File: src/rtl/minimax_uart_pkg.sv
// Shared definitions for the minimax UART block: register offsets, STATUS layout,
// serializer state encoding and FIFO count sizing.
// No logic; imported by minimax_uart_tx and minimax_sync_fifo users.
package minimax_uart_pkg;

    // Byte offsets inside the 8-byte register window (addr[1:0] ignored).
    localparam logic [2:0] TXDATA_OFS = 3'd0;
    localparam logic [2:0] STATUS_OFS = 3'd4;

    // STATUS register bit positions.
    localparam int ST_FULL    = 0;
    localparam int ST_EMPTY   = 1;
    localparam int ST_BUSY    = 2;
    localparam int ST_OVF     = 3;
    localparam int ST_CNT_LSB = 8;
    localparam int ST_CNT_W   = 7;   // holds 0..64

    typedef enum logic [1:0] {
        TX_IDLE  = 2'd0,
        TX_START = 2'd1,
        TX_DATA  = 2'd2,
        TX_STOP  = 2'd3
    } tx_state_t;

    // Count must represent 0..depth inclusive, hence one bit more than the pointer.
    function automatic int cnt_width(input int depth);
        return $clog2(depth) + 1;
    endfunction

endpackage

File: src/rtl/minimax_sync_fifo.sv
// Synchronous FIFO with show-ahead read data; push/pop/full/empty/count.
// Latency: a pushed entry is visible on pop_dat the cycle after the push edge.
// Backpressure: push while full is ignored, pop while empty is ignored.
// Ports: clk, reset (async active-high), push/push_dat, pop/pop_dat, full, empty, count.
module minimax_sync_fifo #(
    parameter int WIDTH = 8,
    parameter int DEPTH = 8,
    localparam int AW = $clog2(DEPTH),
    localparam int CW = AW + 1
) (
    input  logic             clk,
    input  logic             reset,
    input  logic             push,
    input  logic [WIDTH-1:0] push_dat,
    input  logic             pop,
    output logic [WIDTH-1:0] pop_dat,
    output logic             full,
    output logic             empty,
    output logic [CW-1:0]    count
);

    logic [WIDTH-1:0] mem [DEPTH];
    logic [AW-1:0]    wr_ptr;
    logic [AW-1:0]    rd_ptr;
    logic             do_push;
    logic             do_pop;

    // Acceptance is judged on the pre-edge count, so a push while full is lost
    // even if a pop frees a slot on the same edge.
    assign full    = (count == CW'(DEPTH));
    assign empty   = (count == '0);
    assign do_push = push && !full;
    assign do_pop  = pop && !empty;
    assign pop_dat = mem[rd_ptr];

    always_ff @(posedge clk or posedge reset) begin
        if (reset) begin
            wr_ptr <= '0;
            rd_ptr <= '0;
            count  <= '0;
        end else begin
            // Power-of-two depth: pointers wrap naturally.
            if (do_push) wr_ptr <= wr_ptr + AW'(1);
            if (do_pop)  rd_ptr <= rd_ptr + AW'(1);
            case ({do_push, do_pop})
                2'b10:   count <= count + CW'(1);
                2'b01:   count <= count - CW'(1);
                default: count <= count;
            endcase
        end
    end

    // Storage needs no reset; pointers define which entries are live.
    always_ff @(posedge clk) begin
        if (do_push) mem[wr_ptr] <= push_dat;
    end

endmodule

File: src/rtl/minimax_uart_tx.sv
// Memory-mapped 8N1 UART transmitter: bus stores fill a FIFO, serializer drains it on txd.
// Latency: store at edge N pops at N+1 when idle; rdata valid one cycle after a load hit.
// Backpressure: none on the bus; stores to a full FIFO are dropped and set sticky overflow.
// Ports: clk, reset, addr/wdata/wmask/rreq (core data bus), rdata, txd, tx_busy.
module minimax_uart_tx
    import minimax_uart_pkg::*;
#(
    parameter logic [31:0] BASE_ADDR  = 32'hFFFFFFF0,
    parameter int          CLK_DIV    = 16,
    parameter int          FIFO_DEPTH = 8
) (
    input  logic        clk,
    input  logic        reset,
    input  logic [31:0] addr,
    input  logic [31:0] wdata,
    input  logic [3:0]  wmask,
    input  logic        rreq,
    output logic [31:0] rdata,
    output logic        txd,
    output logic        tx_busy
);

    localparam int          CW        = cnt_width(FIFO_DEPTH);
    localparam logic [15:0] BAUD_LOAD = 16'(CLK_DIV - 1);

    // ---------------- bus decode ----------------
    logic        win_hit;
    logic [2:0]  reg_ofs;
    logic        hit_tx;
    logic        hit_st;
    logic        fifo_push;
    logic        ovf_clr;
    logic        overflow;
    logic [31:0] status;
    logic        unused_bits;

    assign win_hit   = (addr[31:3] == BASE_ADDR[31:3]);
    assign reg_ofs   = {addr[2], 2'b00};
    assign hit_tx    = win_hit && (reg_ofs == TXDATA_OFS);
    assign hit_st    = win_hit && (reg_ofs == STATUS_OFS);
    assign fifo_push = hit_tx && wmask[0];
    assign ovf_clr   = hit_st && wmask[0] && wdata[ST_OVF];
    assign unused_bits = ^{addr[1:0], wdata[31:8], wmask[3:1]};

    // ---------------- FIFO ----------------
    logic          fifo_pop;
    logic [7:0]    fifo_dat;
    logic          fifo_full;
    logic          fifo_empty;
    logic [CW-1:0] fifo_cnt;

    minimax_sync_fifo #(
        .WIDTH (8),
        .DEPTH (FIFO_DEPTH)
    ) u_fifo (
        .clk      (clk),
        .reset    (reset),
        .push     (fifo_push),
        .push_dat (wdata[7:0]),
        .pop      (fifo_pop),
        .pop_dat  (fifo_dat),
        .full     (fifo_full),
        .empty    (fifo_empty),
        .count    (fifo_cnt)
    );

    always_ff @(posedge clk or posedge reset) begin
        if (reset)                       overflow <= 1'b0;
        else if (fifo_push && fifo_full) overflow <= 1'b1;
        else if (ovf_clr)                overflow <= 1'b0;
    end

    always_comb begin
        status                               = '0;
        status[ST_FULL]                      = fifo_full;
        status[ST_EMPTY]                     = fifo_empty;
        status[ST_BUSY]                      = tx_busy;
        status[ST_OVF]                       = overflow;
        status[ST_CNT_LSB +: ST_CNT_W]       = ST_CNT_W'(fifo_cnt);
    end

    // Zero on every non-hit edge so the system can OR this with RAM data.
    always_ff @(posedge clk or posedge reset) begin
        if (reset)                  rdata <= '0;
        else if (rreq && hit_st)    rdata <= status;
        else                        rdata <= '0;
    end

    // ---------------- serializer ----------------
    tx_state_t   state, state_nxt;
    logic [15:0] baud, baud_nxt;
    logic [2:0]  bit_cnt, bit_nxt;
    logic [7:0]  shreg, sh_nxt;
    logic        txd_nxt;

    always_ff @(posedge clk or posedge reset) begin
        if (reset) begin
            state   <= TX_IDLE;
            baud    <= '0;
            bit_cnt <= '0;
            shreg   <= '0;
            txd     <= 1'b1;
        end else begin
            state   <= state_nxt;
            baud    <= baud_nxt;
            bit_cnt <= bit_nxt;
            shreg   <= sh_nxt;
            txd     <= txd_nxt;
        end
    end

    always_comb begin
        state_nxt = state;
        baud_nxt  = baud;
        bit_nxt   = bit_cnt;
        sh_nxt    = shreg;
        fifo_pop  = 1'b0;
        case (state)
            TX_IDLE: begin
                if (!fifo_empty) begin
                    fifo_pop  = 1'b1;
                    sh_nxt    = fifo_dat;
                    baud_nxt  = BAUD_LOAD;
                    state_nxt = TX_START;
                end
            end
            TX_START: begin
                if (baud == '0) begin
                    baud_nxt  = BAUD_LOAD;
                    bit_nxt   = '0;
                    state_nxt = TX_DATA;
                end else begin
                    baud_nxt = baud - 16'd1;
                end
            end
            TX_DATA: begin
                if (baud == '0) begin
                    baud_nxt = BAUD_LOAD;
                    if (bit_cnt == 3'd7) begin
                        state_nxt = TX_STOP;
                    end else begin
                        bit_nxt = bit_cnt + 3'd1;
                        sh_nxt  = {1'b0, shreg[7:1]};
                    end
                end else begin
                    baud_nxt = baud - 16'd1;
                end
            end
            TX_STOP: begin
                if (baud == '0) begin
                    // Chain straight into the next start bit when data is waiting.
                    if (!fifo_empty) begin
                        fifo_pop  = 1'b1;
                        sh_nxt    = fifo_dat;
                        baud_nxt  = BAUD_LOAD;
                        state_nxt = TX_START;
                    end else begin
                        baud_nxt  = '0;
                        state_nxt = TX_IDLE;
                    end
                end else begin
                    baud_nxt = baud - 16'd1;
                end
            end
            default: state_nxt = TX_IDLE;
        endcase
    end

    // txd is registered from the next-state view so it changes on the same
    // edge as the state, with no bus-to-pin combinational path.
    always_comb begin
        txd_nxt = 1'b1;
        if (state_nxt == TX_START)     txd_nxt = 1'b0;
        else if (state_nxt == TX_DATA) txd_nxt = sh_nxt[0];
        tx_busy = (state != TX_IDLE) || !fifo_empty;
    end

endmodule
File: config.mk
export PLATFORM = sky130hd
export DESIGN_NAME = minimax_uart_tx
export DESIGN_NICKNAME = d
export VERILOG_FILES = /design/src/rtl/minimax_uart_pkg.sv /design/src/rtl/minimax_sync_fifo.sv /design/src/rtl/minimax_uart_tx.sv
export SDC_FILE = /design/constraint.sdc
export NUM_CORES = 1
export LEC_CHECK = 0
export BUFFER_PORTS_ARGS = -buffer_cell sky130_fd_sc_hd__buf_2
export CORE_AREA = 2 2 113 115
export DETAILED_ROUTE_END_ITERATION = 10
export DIE_AREA = 0 0 115 117
export GPL_TIMING_DRIVEN = 1
export MAX_ROUTING_LAYER = met4
export PLACE_DENSITY = 0.75
export SLEW_MARGIN = 10
export SYNTH_ARGS = -nofsm -noshare
export SYNTH_HDL_FRONTEND = slang
export SYNTH_SLANG_ARGS = --single-unit
File: constraint.sdc
create_clock -name clk -period 2.62 [get_ports clk]
set_input_delay 0.524 -clock clk [delete_from_list [all_inputs] [get_ports clk]]
set_output_delay 0.524 -clock clk [all_outputs]
set_load 0.1 [all_outputs]
# After elaboration in Yosys (flattened, before gate mapping)
# Memories as Yosys holds them, arrays and structs flattened.
# Cells that the tools add are included.
# Widths: inputs -> output; s select.
[totals] reg_bits=73 latch_bits=0 mem_bits_rw=64 rom_bits=0 input_bits=71 out_inout_bits=34 word_cells=89 n_memories=1
[mem_list] memory="u_fifo.mem" depth=8 width=8 rd=1 rd_clocked_by_memory_dff=0 wr=1 line="minimax_sync_fifo.sv:22" rtl="logic [WIDTH-1:0] mem [DEPTH];"
[op_classes] addsub=6 n_mul=0 div_mod_pow=0 order_cmp=0 eq_ne=15 shift=0 mux=32 bitwise=0 n_reduce_logical=24
[ops] operator="$mux 16" n=3
[ops] operator="$pmux 16 s3" n=1
[ops] operator="$mux 8" n=4
[ops] operator="$eq 29x29->1 const B" n=1
[ops] operator="$pmux 8 s3" n=1
[ops] operator="$logic_not 16->1" n=1
[ops] operator="$sub 16x1->16 const B" n=1
[ops] operator="$mux 12" n=1
[ops] operator="$mux 2" n=5
[ops] operator="$ne 2x2->1 const B" n=5
[ops] operator="$add 3x1->3 const B" n=3
[ops] operator="$logic_and 1x1->1" n=9
[ops] operator="$mux 1" n=9
[ops] operator="$mux 3" n=3
[ops] operator="$eq 2x2->1 const B" n=4
[ops] operator="$pmux 2 s4" n=1
[ops] operator="$pmux 4 s2" n=1
[ops] operator="$reduce_and 4->1" n=2
[ops] operator="$reduce_bool 2->1" n=4
[ops] operator="$eq 2x1->1 const B" n=3
[ops] operator="$pmux 3 s2" n=1
[ops] operator="$add 4x1->4 const B" n=1
[ops] operator="$eq 4x4->1 const B" n=1
[ops] operator="$logic_not 4->1" n=1
[ops] operator="10 further kinds" n=11

# Longest topological paths before layout
[logic_depth] ltp_word=7 ltp_mapped=14

# Hierarchy
# From an unflattened synthesis, not the netlist that was laid out.
[unflattened] cells_unflattened=438 hier_area_um2=5597.9
[by_module_without_submodules] module="minimax_sync_fifo" n_inst=1 cells_each=161 area_per_inst_um2=3135.5
[by_module_without_submodules] module="minimax_uart_tx" n_inst=1 cells_each=277 area_per_inst_um2=2462.4

# Worst setup path before layout
# No wires, ideal clock.
[synth_path] kind="input-to-reg" start="input addr[3]" end="register u_fifo.count[3]" arrival_ns=2.693 t_required_ns=2.498 setup_slack_ns=-0.195 cell_stages=12 cell_sequence="nand4b_1 > nor4_2 > nand3_1 > or3b_1 > clkbuf_1 > ha_1 > ha_1 > a21o_1 > a21oi_1 > xnor2_1 > nor2_1 > xnor2_1"
[synth_via] elab_chain_cells=6 elab_cells_between_ends=8 classes_between="eq/ne (3); mux (1); reduce/logical (4)"
[synth_lines] element="from (decl)" line="minimax_uart_tx.sv:14" rtl="input logic [31:0] addr,"
[synth_lines] element="$eq 29x29->1 *" line="minimax_uart_tx.sv:37" rtl="assign win_hit = (addr[31:3] == BASE_ADDR[31:3]);"
[synth_lines] element="$logic_and 1x1->1 *" line="minimax_uart_tx.sv:39" rtl="assign hit_tx = win_hit && (reg_ofs == TXDATA_OFS);"
[synth_lines] element="$logic_and 1x1->1 *" line="minimax_uart_tx.sv:41" rtl="assign fifo_push = hit_tx && wmask[0];"
[synth_lines] element="$logic_and 1x1->1 *" line="minimax_sync_fifo.sv:32" rtl="assign do_push = push && !full;"
[synth_lines] element="$eq 2x1->1 or $eq 2x2->1 (tied branches)" line="minimax_sync_fifo.sv:45" rtl="case ({do_push, do_pop})"
[synth_lines] element="$pmux 4 s2 or $reduce_bool 2->1 (tied branches)"
[synth_lines] element="to (signal assigned)" line="minimax_sync_fifo.sv:46" rtl="2'b10: count <= count + CW'(1);"
[synth_lines] element="to (signal assigned)" line="minimax_sync_fifo.sv:47" rtl="2'b01: count <= count - CW'(1);"
[synth_lines] element="to (signal assigned)" line="minimax_sync_fifo.sv:48" rtl="default: count <= count;"
[synth_lines] element="to (decl)" line="minimax_sync_fifo.sv:19" rtl="output logic [CW-1:0] count"
# Every way passes the cells marked *; elsewhere a longest branch is shown, timed or not.
# A chain may end at the register's enable or synchronous reset.

# Worst setup path after layout
[layout_path] start="register baud[1]" end="register u_fifo.count[3]"
[layout_via] elab_chain_cells=6 elab_cells_between_ends=8 classes_between="eq/ne (2); mux (3); reduce/logical (3)"
[layout_lines] element="from (decl)" line="minimax_uart_tx.sv:91" rtl="logic [15:0] baud, baud_nxt;"
[layout_lines] element="from (signal assigned)" line="minimax_uart_tx.sv:105" rtl="baud <= baud_nxt;"
[layout_lines] element="$logic_not 16->1 *" line="minimax_uart_tx.sv:150" rtl="if (baud == '0) begin"
[layout_lines] element="$mux 1 *" line="minimax_uart_tx.sv:150"
[layout_lines] element="$pmux 1 s2 *" line="minimax_uart_tx.sv:118" rtl="case (state)"
[layout_lines] element="$logic_and 1x1->1 *" line="minimax_sync_fifo.sv:33" rtl="assign do_pop = pop && !empty;"
[layout_lines] element="named net u_fifo.do_pop" line="minimax_sync_fifo.sv:26" rtl="logic do_pop;"
[layout_lines] element="$eq 2x1->1 or $eq 2x2->1 (tied branches)" line="minimax_sync_fifo.sv:45"
[layout_lines] element="$pmux 4 s2 or $reduce_bool 2->1 (tied branches)"
# The timed path passes the listed nets; every way through them passes the cells marked *.

==> summary.txt <==
Status = finished, final reports clean
Fmax = 0.3850 GHz
Largest net degree at the start of global routing = 50
Most used cell, CP = ha_4
Crit path arrival time = 2.94 ns
Slew HR = 41.43%
Worst EP required = 2.96 ns
Via density = 5.217
Initial Utilization = 43.98%
PnR worst setup slack = 0.02246 ns
Final setup fails = 0
Leakage power total = 2.863 nW
Synth top area share = 35.49%
Share of cells above drive strength 1 = 34.98%
Most Crowded Layer GR = met2
Post-synthesis cell area = 5415 um2
Largest delay share family, worst path = simple AND/OR/NAND/NOR gates
Reg2Reg Capture Point = u_fifo.count[3]$_DFFE_PP0P_
Hold Path Class = primary input to async pin
Iter 0 DRT Violations = 156
IO Pins = 105
Power Dens Cells = 647.5 nW/um2
Root Buffer = clkbuf_16
Core area = 12,310 um2
Seq/Total Area, Yosys = 58.16%
Synth async-reset ratio = 43.36%
Post-synthesis cell count = 408
Most frequent cell after synthesis = edfxtp_1
Initial DRT Pass Iterations = 4
Tot GR Track Use = 17.16%
Total Wirelength = 10,640 um
Slew @ Worst Pin = 0.8786 ns
Initial antenna violation count = 0
Minimum clock period = 2.598 ns
Post-layout instance area = 6794 um2
Ant diodes = 0
Placement Setup Slack = -0.2994 ns
Die ar. = 13,460 um2
# hold bufs at CTS = 0
Prevailing post-synth register cell = edfxtp_1
TritonCTS clock tree = done
Top cells by count, synth = edfxtp_1, dfrtp_1, nor2_1
# rows = 41
FF-to-FF Start = baud[1]$_DFFE_PP0P_
Yosys warning count = 0
Final Hold Violating Endpoints = 0
# fillers = 962
Distinct cell type count after synthesis = 61
Syn avg cell area = 13.27 um2
Register area = 3149 um2
Crit-path max cell delay = 0.39 ns
Setup TNS = 0 ns
Finished Core Util = 55.18%
First-pass GRT wire length = 16,880 um
DRC viols = 0
Die H = 117 um
PortBufs = 51
Top post-synthesis cells by area = edfxtp_1, dfrtp_1, mux4_2, buf_4, ha_1
Antenna-violating nets left = 0
Die Wd = 115 um
CP bufs+invs = 2
CP Launch Type = flip-flop
Post-synth EDFFs = 64
Critical Path Sink Type = flip-flop
Clock Skew = 0.008645 ns
Met2 Use GR = 28.51%
P&R area growth vs syn = 25.46%
Global Route met3 Usage = 4.583%
Worst-case reg-to-reg path depth = 14
Via Count = 3,527
RSZ-0062 raised after global routing = true
Critical path, cell by cell = inv_2, ha_4, nor4b_4, buf_4, and4_4, a21oi_4, nor3_4, ha_4, ha_4, a21o_1, a21oi_2, xnor2_1, nor2_1, xnor2_1
Detail Placement HPWL = 7023 um
Routability cong. = 0.8057
Max Slew Vio Count = 0
Nets = 600
DP Area = 6055 um2
Clock Path Buffers = 2
Area leader, netlist = edfxtp_1
Number of global-route vias before repair = 3,539
Register-to-register path setup slack = 0.02 ns
CTS Sinks = 113
Total congestion overflow = 0
H-tree lvl count = 4
Area of the multi-input gates = 2133 um2
Clock latency on the worst-skew pair = 0.42 ns
Seq cells post-synth = 113
Clk slew on worst S/H paths = 0.06 ns
Crit share post-route = 99.14%
Average wire per standard cell = 15.73 um
Max Cap Viol = 0
Worst path slowest cell = dfrtp_1
Peak VDD IR = 0.5013 mV
CP max FO = 2
Met1 global-route usage = 19.32%
Num CTS Buffers = 17
Kind of critical path = flip-flop to flip-flop
## tightest hold or removal path, cell delays in order
cell	delay, ns
buf_2	0.10
inv_2	0.03
buf_4	0.49
## routing by layer
layer	routed length, um	part of all wire [%]
met3	420	3.9
met2	5463	51
met1	4479	42
met5	0	0
met4	272	2.6
## power breakdown
group	switching, mW	leakage (nW)	internal, mW	total [mW]
sequential	0.00000000475	1.20	1.88	1.88
clock	0.879	0.289	1.43	2.31
combinational	0.185	1.38	0.0242	0.209
## final cells by class
| class | count | share of cell area, % |
|---|---|---|
| inverter | 19 | 1.105 |
| clock buffer | 17 | 6.262 |
| timing repair buffer | 99 | 9.576 |
| clock inverter | 15 | 2.541 |
| sequential | 113 | 46.35 |
| multi-input combinational | 263 | 31.40 |
| tap | 150 | 2.762 |
## through the flow
| stage | hold slack, ns | total power, mW | std cells |
|---|---|---|---|
| floorplan | 0.4428 | 2.109 | 431 |
| global placement | 0.4566 | 2.124 | 636 |
| detailed placement | 0.4740 | 2.127 | 636 |
| CTS | 0.2851 | 4.427 | 670 |
| global route | 0.3398 | 4.532 | 676 |
| finish | 0.2649 | 4.399 | 676 |
## flip-flops by register name, summed over array words and instances, names as in the netlist
register / count
bit_cnt: 3
u_fifo.wr_ptr: 3
shreg: 8
u_fifo.rd_ptr: 3
u_fifo.mem: 64
state: 2
u_fifo.count: 4
overflow: 1
baud: 16
rdata: 8
txd: 1
## worst max-delay path by stage
stage | startpoint | endpoint | slack (ns) | depth (start not counted)
final | baud[1]$_DFFE_PP0P_ | u_fifo.count[3]$_DFFE_PP0P_ | 0.02 | 14
after detailed placement | addr[3] | u_fifo.count[3]$_DFFE_PP0P_ | -0.30 | 12
after global routing | baud[1]$_DFFE_PP0P_ | u_fifo.count[3]$_DFFE_PP0P_ | -0.11 | 14
after CTS | u_fifo.count[1]$_DFFE_PP0P_ | tx_busy | 0.003 | 4
after global placement | addr[3] | u_fifo.count[3]$_DFFE_PP0P_ | -0.24 | 12
after floorplan | baud[0]$_DFFE_PP0P_ | u_fifo.count[3]$_DFFE_PP0P_ | -0.15 | 14
## cell families after synthesis
group	synth area share [%]
flip-flops	58.16
multiplexers	8.503
buffers and inverters	5.707
other	0.06925
AO/OA/AOI/OAI	7.879
adder cells (fa/ha/maj)	3.836
AND/OR/NAND/NOR	12.94
XOR/XNOR	2.911
## what timing repair did
item                                   4_1_cts  5_1_grt
setup endpoints to repair                    3        3
gates resized for setup                      3       13
gates cloned                                 0        0
endpoints found under the hold margin        0        0
pin swaps                                    1        9
buffers inserted                             2        6
## layout by cell type (no fill, tap or decap), types with 3 or more instances in the layout
cell / instances
nor4_1: 5
clkinvlp_4: 3
mux2i_1: 10
nand2b_1: 4
nor3_1: 6
nor3_2: 3
o21ai_0: 5
inv_6: 6
nand3_1: 7
a22o_1: 6
edfxtp_1: 64
inv_2: 3
conb_1: 24
inv_1: 15
xnor2_1: 11
a211oi_1: 6
mux4_2: 15
a21oi_1: 10
dfrtp_1: 48
ha_1: 10
clkbuf_16: 17
nor2_2: 3
a31oi_1: 3
buf_2: 50
nor2_1: 42
ha_4: 4
nand4_1: 8
nand2_1: 19
a21o_1: 10
xor2_1: 7
buf_4: 45
No activity file was read; power rests on OpenSTA's default activity.
